$ cat config.mk
export PLATFORM = sky130hd
export DESIGN_NAME = btn_conditioner
export DESIGN_NICKNAME = d
export VERILOG_FILES = /design/src/rtl/btn_pkg.sv /design/src/rtl/btn_debounce.sv /design/src/rtl/btn_conditioner.sv
export SDC_FILE = /design/constraint.sdc
export NUM_CORES = 1
export LEC_CHECK = 0
export BUFFER_PORTS_ARGS = -buffer_cell sky130_fd_sc_hd__buf_2
export CAP_MARGIN = 20
export CORE_MARGIN = 1.5
export CORE_UTILIZATION = 55
export DETAILED_ROUTE_END_ITERATION = 8
export PLACE_DENSITY = 0.72
export SLEW_MARGIN = 40
export SYNTH_ARGS = -nofsm -noshare
export SYNTH_HDL_FRONTEND = slang
export SYNTH_SLANG_ARGS = --single-unit
$ cat constraint.sdc
create_clock -name clk -period 2 [get_ports clk]
set_input_delay 0.4 -clock clk [delete_from_list [all_inputs] [get_ports clk]]
set_output_delay 0.4 -clock clk [all_outputs]
set_load 0.005 [all_outputs]
$ cat src/rtl/btn_pkg.sv
// Shared types and defaults for the panel button front end.
//   press_state_t : INC press tracker states (IDLE, PRESSED, LONG)
//   *_DEF         : default debounce / long-press / auto-repeat periods
//   cnt_w()       : counter width for a period, never below 1 bit
package btn_pkg;

  typedef enum logic [1:0] {
    IDLE    = 2'd0,
    PRESSED = 2'd1,
    LONG    = 2'd2
  } press_state_t;

  localparam int unsigned DB_CYCLES_DEF     = 1000;
  localparam int unsigned LONG_CYCLES_DEF   = 500000;
  localparam int unsigned REPEAT_CYCLES_DEF = 100000;

  function automatic int unsigned cnt_w(input int unsigned n);
    return (n > 1) ? $clog2(n) : 1;
  endfunction

endpackage

$ cat src/rtl/btn_debounce.sv
// Two-flop synchronizer followed by a stability counter for one button.
// Ports:
//   clk, rst_n : clock, asynchronous active-low reset
//   raw        : asynchronous button input, active-high
//   level      : debounced level; flips only after the synchronized input
//                has differed from it for DB_CYCLES consecutive cycles
module btn_debounce
  import btn_pkg::*;
#(
  parameter int unsigned DB_CYCLES = DB_CYCLES_DEF
) (
  input  logic clk,
  input  logic rst_n,
  input  logic raw,
  output logic level
);

  localparam int unsigned CW = cnt_w(DB_CYCLES);
  localparam logic [CW-1:0] CNT_MAX = CW'(DB_CYCLES - 1);

  logic          sync1_q, sync1_d;
  logic          sync2_q, sync2_d;
  logic          stable_q, stable_d;
  logic [CW-1:0] cnt_q, cnt_d;

  always_comb begin
    sync1_d  = raw;
    sync2_d  = sync1_q;
    stable_d = stable_q;
    cnt_d    = cnt_q;
    if (sync2_q == stable_q) begin
      cnt_d = '0;
    end else if (cnt_q == CNT_MAX) begin
      stable_d = ~stable_q;
      cnt_d    = '0;
    end else begin
      // Only reached below CNT_MAX, so the counter cannot wrap.
      cnt_d = cnt_q + 1'b1;
    end
  end

  always_ff @(posedge clk or negedge rst_n) begin
    if (!rst_n) begin
      sync1_q  <= 1'b0;
      sync2_q  <= 1'b0;
      stable_q <= 1'b0;
      cnt_q    <= '0;
    end else begin
      sync1_q  <= sync1_d;
      sync2_q  <= sync2_d;
      stable_q <= stable_d;
      cnt_q    <= cnt_d;
    end
  end

  assign level = stable_q;

endmodule

$ cat src/rtl/btn_conditioner.sv
// Turns the raw SET / INC / SW panel buttons into single-cycle commands.
// SET and SW pulse on a debounced press. INC pulses `inc` on release of a
// short press and `linc` once a press has been held LONG_CYCLES.
// Optional feature macro: BTN_AUTOREPEAT_EN -- while INC stays held after
// `linc`, emit `inc` every REPEAT_CYCLES cycles.
// Ports:
//   clk, rst_n                          : clock, async active-low reset
//   btn_set_raw, btn_inc_raw, btn_sw_raw : raw asynchronous buttons
//   set, inc, linc, sw                   : registered one-cycle commands,
//                                          at most one high per cycle
//                                          (set > sw > linc > inc)
module btn_conditioner
  import btn_pkg::*;
#(
  parameter int unsigned DB_CYCLES     = DB_CYCLES_DEF,
  parameter int unsigned LONG_CYCLES   = LONG_CYCLES_DEF,
  parameter int unsigned REPEAT_CYCLES = REPEAT_CYCLES_DEF
) (
  input  logic clk,
  input  logic rst_n,
  input  logic btn_set_raw,
  input  logic btn_inc_raw,
  input  logic btn_sw_raw,
  output logic set,
  output logic inc,
  output logic linc,
  output logic sw
);

  // Zero-length periods have no meaningful behaviour; stop elaboration.
  if (DB_CYCLES == 0 || LONG_CYCLES == 0 || REPEAT_CYCLES == 0) begin : g_bad_period
    $error("btn_conditioner: all period parameters must be at least 1");
  end

  localparam int unsigned HW = cnt_w(LONG_CYCLES);
  localparam logic [HW-1:0] HOLD_MAX = HW'(LONG_CYCLES - 1);

  logic set_lvl, inc_lvl, sw_lvl;

  btn_debounce #(.DB_CYCLES(DB_CYCLES)) u_db_set (
    .clk(clk), .rst_n(rst_n), .raw(btn_set_raw), .level(set_lvl)
  );
  btn_debounce #(.DB_CYCLES(DB_CYCLES)) u_db_inc (
    .clk(clk), .rst_n(rst_n), .raw(btn_inc_raw), .level(inc_lvl)
  );
  btn_debounce #(.DB_CYCLES(DB_CYCLES)) u_db_sw (
    .clk(clk), .rst_n(rst_n), .raw(btn_sw_raw), .level(sw_lvl)
  );

  logic         set_prev_q, set_prev_d;
  logic         inc_prev_q, inc_prev_d;
  logic         sw_prev_q,  sw_prev_d;
  press_state_t state_q, state_d;
  logic [HW-1:0] hold_q, hold_d;
  logic         set_q, set_d, inc_q, inc_d, linc_q, linc_d, sw_q, sw_d;
  logic         set_ev, sw_ev, inc_rise, inc_fall, linc_ev, inc_ev;

`ifdef BTN_AUTOREPEAT_EN
  localparam int unsigned RW = cnt_w(REPEAT_CYCLES);
  localparam logic [RW-1:0] RPT_MAX = RW'(REPEAT_CYCLES - 1);
  logic [RW-1:0] rpt_q, rpt_d;
`endif

  always_comb begin
    set_prev_d = set_lvl;
    inc_prev_d = inc_lvl;
    sw_prev_d  = sw_lvl;
    set_ev     = set_lvl & ~set_prev_q;
    sw_ev      = sw_lvl & ~sw_prev_q;
    inc_rise   = inc_lvl & ~inc_prev_q;
    inc_fall   = ~inc_lvl & inc_prev_q;
    state_d    = state_q;
    hold_d     = hold_q;
    linc_ev    = 1'b0;
    inc_ev     = 1'b0;
`ifdef BTN_AUTOREPEAT_EN
    rpt_d      = rpt_q;
`endif
    case (state_q)
      IDLE: begin
        if (inc_rise) begin
          state_d = PRESSED;
          hold_d  = '0;
        end
      end
      PRESSED: begin
        // Release is checked first so a release coinciding with the
        // long-press threshold still counts as a short press.
        if (inc_fall) begin
          inc_ev  = 1'b1;
          state_d = IDLE;
        end else if (hold_q == HOLD_MAX) begin
          linc_ev = 1'b1;
          state_d = LONG;
`ifdef BTN_AUTOREPEAT_EN
          rpt_d   = '0;
`endif
        end else begin
          hold_d = hold_q + 1'b1;
        end
      end
      LONG: begin
        if (inc_fall) begin
          state_d = IDLE;
`ifdef BTN_AUTOREPEAT_EN
        end else if (rpt_q == RPT_MAX) begin
          inc_ev = 1'b1;
          rpt_d  = '0;
        end else begin
          rpt_d = rpt_q + 1'b1;
`endif
        end
      end
      default: state_d = IDLE;
    endcase

    // Fixed priority; losing events are simply dropped.
    set_d  = set_ev;
    sw_d   = sw_ev & ~set_ev;
    linc_d = linc_ev & ~set_ev & ~sw_ev;
    inc_d  = inc_ev & ~set_ev & ~sw_ev & ~linc_ev;
  end

  always_ff @(posedge clk or negedge rst_n) begin
    if (!rst_n) begin
      set_prev_q <= 1'b0;
      inc_prev_q <= 1'b0;
      sw_prev_q  <= 1'b0;
      state_q    <= IDLE;
      hold_q     <= '0;
      set_q      <= 1'b0;
      inc_q      <= 1'b0;
      linc_q     <= 1'b0;
      sw_q       <= 1'b0;
`ifdef BTN_AUTOREPEAT_EN
      rpt_q      <= '0;
`endif
    end else begin
      set_prev_q <= set_prev_d;
      inc_prev_q <= inc_prev_d;
      sw_prev_q  <= sw_prev_d;
      state_q    <= state_d;
      hold_q     <= hold_d;
      set_q      <= set_d;
      inc_q      <= inc_d;
      linc_q     <= linc_d;
      sw_q       <= sw_d;
`ifdef BTN_AUTOREPEAT_EN
      rpt_q      <= rpt_d;
`endif
    end
  end

  assign set  = set_q;
  assign inc  = inc_q;
  assign linc = linc_q;
  assign sw   = sw_q;

endmodule

==> reports/qor.csv <==
stage,metric,value,unit
status,status,finished clean,
timing,Worst Tran Pin Value,0.429,ns
worst_setup_path,most frequent CP cell,nand4_1,
global_route,GRT Residual Overflow,0,
power_and_ir_drop,peak supply drop,0.484,mV
worst_setup_path,CP Class,flip-flop to flip-flop,
timing,final hold violations,0,
timing,TNS Setup,0,ns
synth,main flop type after synthesis,dfrtp_1,
clock_tree,CTS sink count,67,
global_route,first-pass GRT wire length,10.3,mm
power_and_ir_drop,Sw Share,0.209,
worst_setup_path,CP endpoint kind,flip-flop,
synth,yosys warns,0,
floorplan,core area,5470,sq um
power_and_ir_drop,pwr dens,747,nW/um^2
synth,dominant cells by area after synthesis,"dfrtp_1 54%, nor2_1 5.3%, xnor2_1 3.9%, xor2_1 3.7%, nand2_1 3.6%",
cells_and_area,area grow syn2layout,12.7,%
synth,sequential area share after synthesis,0.539,
global_route,largest net degree at the start of global routing,68,
timing,worst clock skew,0.0100,ns
timing,f_max,551,MHz
clock_tree,setup bufs post-CTS,0,
synth,Yosys top cell by area,dfrtp_1,
worst_setup_path,crit-path max cell delay,0.40,ns
cells_and_area,fraction of layout cells with a size suffix above 1,0.139,
floorplan,Die ar.,6120,sq um
timing,"Min Clock Period, post-route",1.81,ns
cells_and_area,register area,1680,sq um
timing,Hold WS,0.0611,ns
timing,Final Setup Violations,0,
cells_and_area,diode count,0,
synth,Post-synth EDFFs,0,
clock_tree,htree depth,3,
route,DRT Pass-1 Iters,4,
route,vias per std cell,5.57,
route,drt initial violations,143,
route,via count,2243,
route,drc violations,0,
worst_setup_path,crit path DAT,2.07,ns
power_and_ir_drop,Static Leak,1.56,nW
place,routability congestion estimate,0.844,
floorplan,I/O Pins,9,
worst_setup_path,WP data required,2.26,ns
global_route,GR Util All Layers,0.217,
clock_tree,clk_lat worst skew,0.34,ns
cells_and_area,final net count,335,
synth,post-synthesis cell type count,48,
route,final WL,5.70,mm
clock_tree,TritonCTS Buffers,9,
hold_path,Hold Path Class,input port to asynchronous set/reset pin,
route,Avg WL per Cell,14.1,um
worst_setup_path,"slowest stage cell, crit path",dfrtp_1,
worst_setup_path,critical-path cell list,ha_1 -> nand4_1 -> nor3_4 -> nand4_1 -> or3_1 -> o21ai_0,
floorplan,Vert. Die Dim,78.2,um
synth,Syn Nets,314,
worst_setup_path,CP max FO,5,
cells_and_area,multi-input logic area,1390,sq um
floorplan,row count,27,
synth,ys async rst share,1.00,
place,Port Buffers,8,
route,DRT antenna net count,0,
clock_tree,Root Buffer,clkbuf_8,
power_and_ir_drop,internal power,2.07,mW
timing,final worst path period share,0.907,
timing,"Slew Viols, Final",0,
clock_tree,clock buffer depth,2,
synth,cell area after synthesis,3110,sq um
clock_tree,CTS tree,done,
timing,Slew HR,0.710,
job,Max-Cap Viols,0,
clock_tree,Clock transition at path regs,0.07,ns
timing,RSZ-0062 raised after global routing,false,
global_route,vias in the first global route,2188,
worst_setup_path,Worst setup SP type,flip-flop,
power_and_ir_drop,Clock Power Share,0.443,
power_and_ir_drop,Reg power frac,0.531,
cells_and_area,fillers,461,
power_and_ir_drop,Logic pwr share,0.027,
synth,Synth top area share,0.539,
synth,Seq cells post-synth,67,
synth,syn avg cell area,10.2,sq um
power_and_ir_drop,Sw Pwr,0.549,mW
synth,cells after synthesis,305,
global_route,initial antenna violation count,0,
place,DPL Wire Length,3.73,mm
floorplan,initial core utilization,0.569,
floorplan,Die X,78.2,um
==> state kept, by name, summed over array words and instances, names as in the netlist <==
name and flops:
hold_q 19, inc 1, inc_prev_q 1, linc 1, set 1, set_prev_q 1, state_q 2, sw 1
sw_prev_q 1, u_db_inc.cnt_q 10, u_db_inc.level 1, u_db_inc.sync1_q 1, u_db_inc.sync2_q 1, u_db_set.cnt_q 10, u_db_set.level 1, u_db_set.sync1_q 1
u_db_set.sync2_q 1, u_db_sw.cnt_q 10, u_db_sw.level 1, u_db_sw.sync1_q 1, u_db_sw.sync2_q 1
==> logic make-up after synthesis <==
family                     after synthesis  synth area share
xor gates and xnor gates                27            0.0760
DFF                                     67             0.539
adders and majority gates                4            0.0161
and+or+nand+nor                        144             0.240
buffers and inverters                   15            0.0213
muxes                                    4            0.0141
AOI/OAI and AO/OA                       44            0.0937
==> through the flow <==
| stage | cell area, sq um | utilization | instances | setup slack, ns | total power [mW] |
|---|---|---|---|---|---|
| detailed placement | 3280 | 0.599 | 387 | 0.0946 | 1.49 |
| global placement | 3280 | 0.599 | 387 | 0.189 | 1.49 |
| floorplan | 3110 | - | 305 | 0.336 | 1.44 |
| global route | 3510 | 0.641 | 403 | 0.0100 | 2.74 |
| CTS | 3490 | 0.638 | 403 | 0.119 | 2.67 |
| finish | 3510 | 0.641 | 403 | 0.186 | 2.62 |
==> synth_stat cells (all sizes together) (2+ instances only) <==
cell     n
o31ai    4
and2     5
nand2   30
and4     2
xnor2   14
ha       4
nor4     2
nor2    44
nor4b    3
inv     10
nor2b    2
and3    10
o21a     2
or4      2
or3      6
mux2     3
nand2b   2
dfrtp   67
nand3   18
buf      3
a21oi   11
clkbuf   2
xor2    13
a31oi    4
o21ai   15
nor3     8
nand4    9
==> per-layer routing <==
metal | vias up | GRT usage | share of wire
li1 | 1111 | - | -
met1 | 1082 | 0.295 | 0.48
met2 | 42 | 0.332 | 0.47
met3 | 8 | 0.0593 | 0.038
met4 | 0 | 0.0821 | 0.016
met5 | - | 0 | 0
==> worst paths after layout <==
kind	slack, ns	to	cells after the start	start
min in group clk	0.16	u_db_inc.sync1_q	1	btn_inc_raw
max in group asynchronous	1.64	hold_q[0]	2	rst_n
hold reg to reg	0.35	u_db_set.sync2_q	0	u_db_set.sync1_q
hold / removal	0.06	u_db_set.cnt_q[3]	2	rst_n
setup reg to reg	0.19	hold_q[16]	6	hold_q[0]
setup / recovery	0.19	hold_q[16]	6	hold_q[0]
==> cell usage in the layout, fill, tap and decap left out, types with 4 or more instances in the layout <==
cell and instances:
a21oi_1 11, a31oi_1 4, and2_1 5, and3_1 10
buf_2 8, buf_4 6, clkbuf_8 12, dfrtp_1 67
ha_1 4, inv_1 8, nand2_1 30, nand3_1 17
nand4_1 8, nor2_1 44, nor3_1 7, o21ai_0 12
o31ai_1 4, or3_1 6, xnor2_1 14, xor2_1 13
==> cell type report <==
class	instances	area share
timing repair buffer	15	0.0300
tap	72	0.0257
inverter	10	0.0107
multi-input combinational	223	0.395
sequential	67	0.478
clock inverter	4	0.0136
clock buffer	12	0.0471
==> worst max-delay path, delay by kind of cell (launching register included) <==
kind / cells / cell delay, ns
and+or+nand+nor: 4 / 1.03
DFF: 1 / 0.40
adders and majority gates: 1 / 0.24
AOI/OAI and AO/OA: 1 / 0.07
==> power groups by stage <==
| stage | sequential [mW] | combinational (mW) | clock (mW) |
|---|---|---|---|
| finish | 1.39 | 0.0703 | 1.16 |
| detailed placement | 1.42 | 0.0729 | 0 |
| global route | 1.39 | 0.0853 | 1.26 |
| CTS | 1.39 | 0.0736 | 1.20 |
| floorplan | 1.41 | 0.0303 | 0 |
| global placement | 1.41 | 0.0716 | 0 |
==> timing repair <==
item                       in CTS  in global routing
resized for setup               0                  3
setup endpoints to repair       0                  7
hold endpoints to repair        0                  0
hold buffers                    0                  0
No activity file was read; power rests on OpenSTA's default activity.
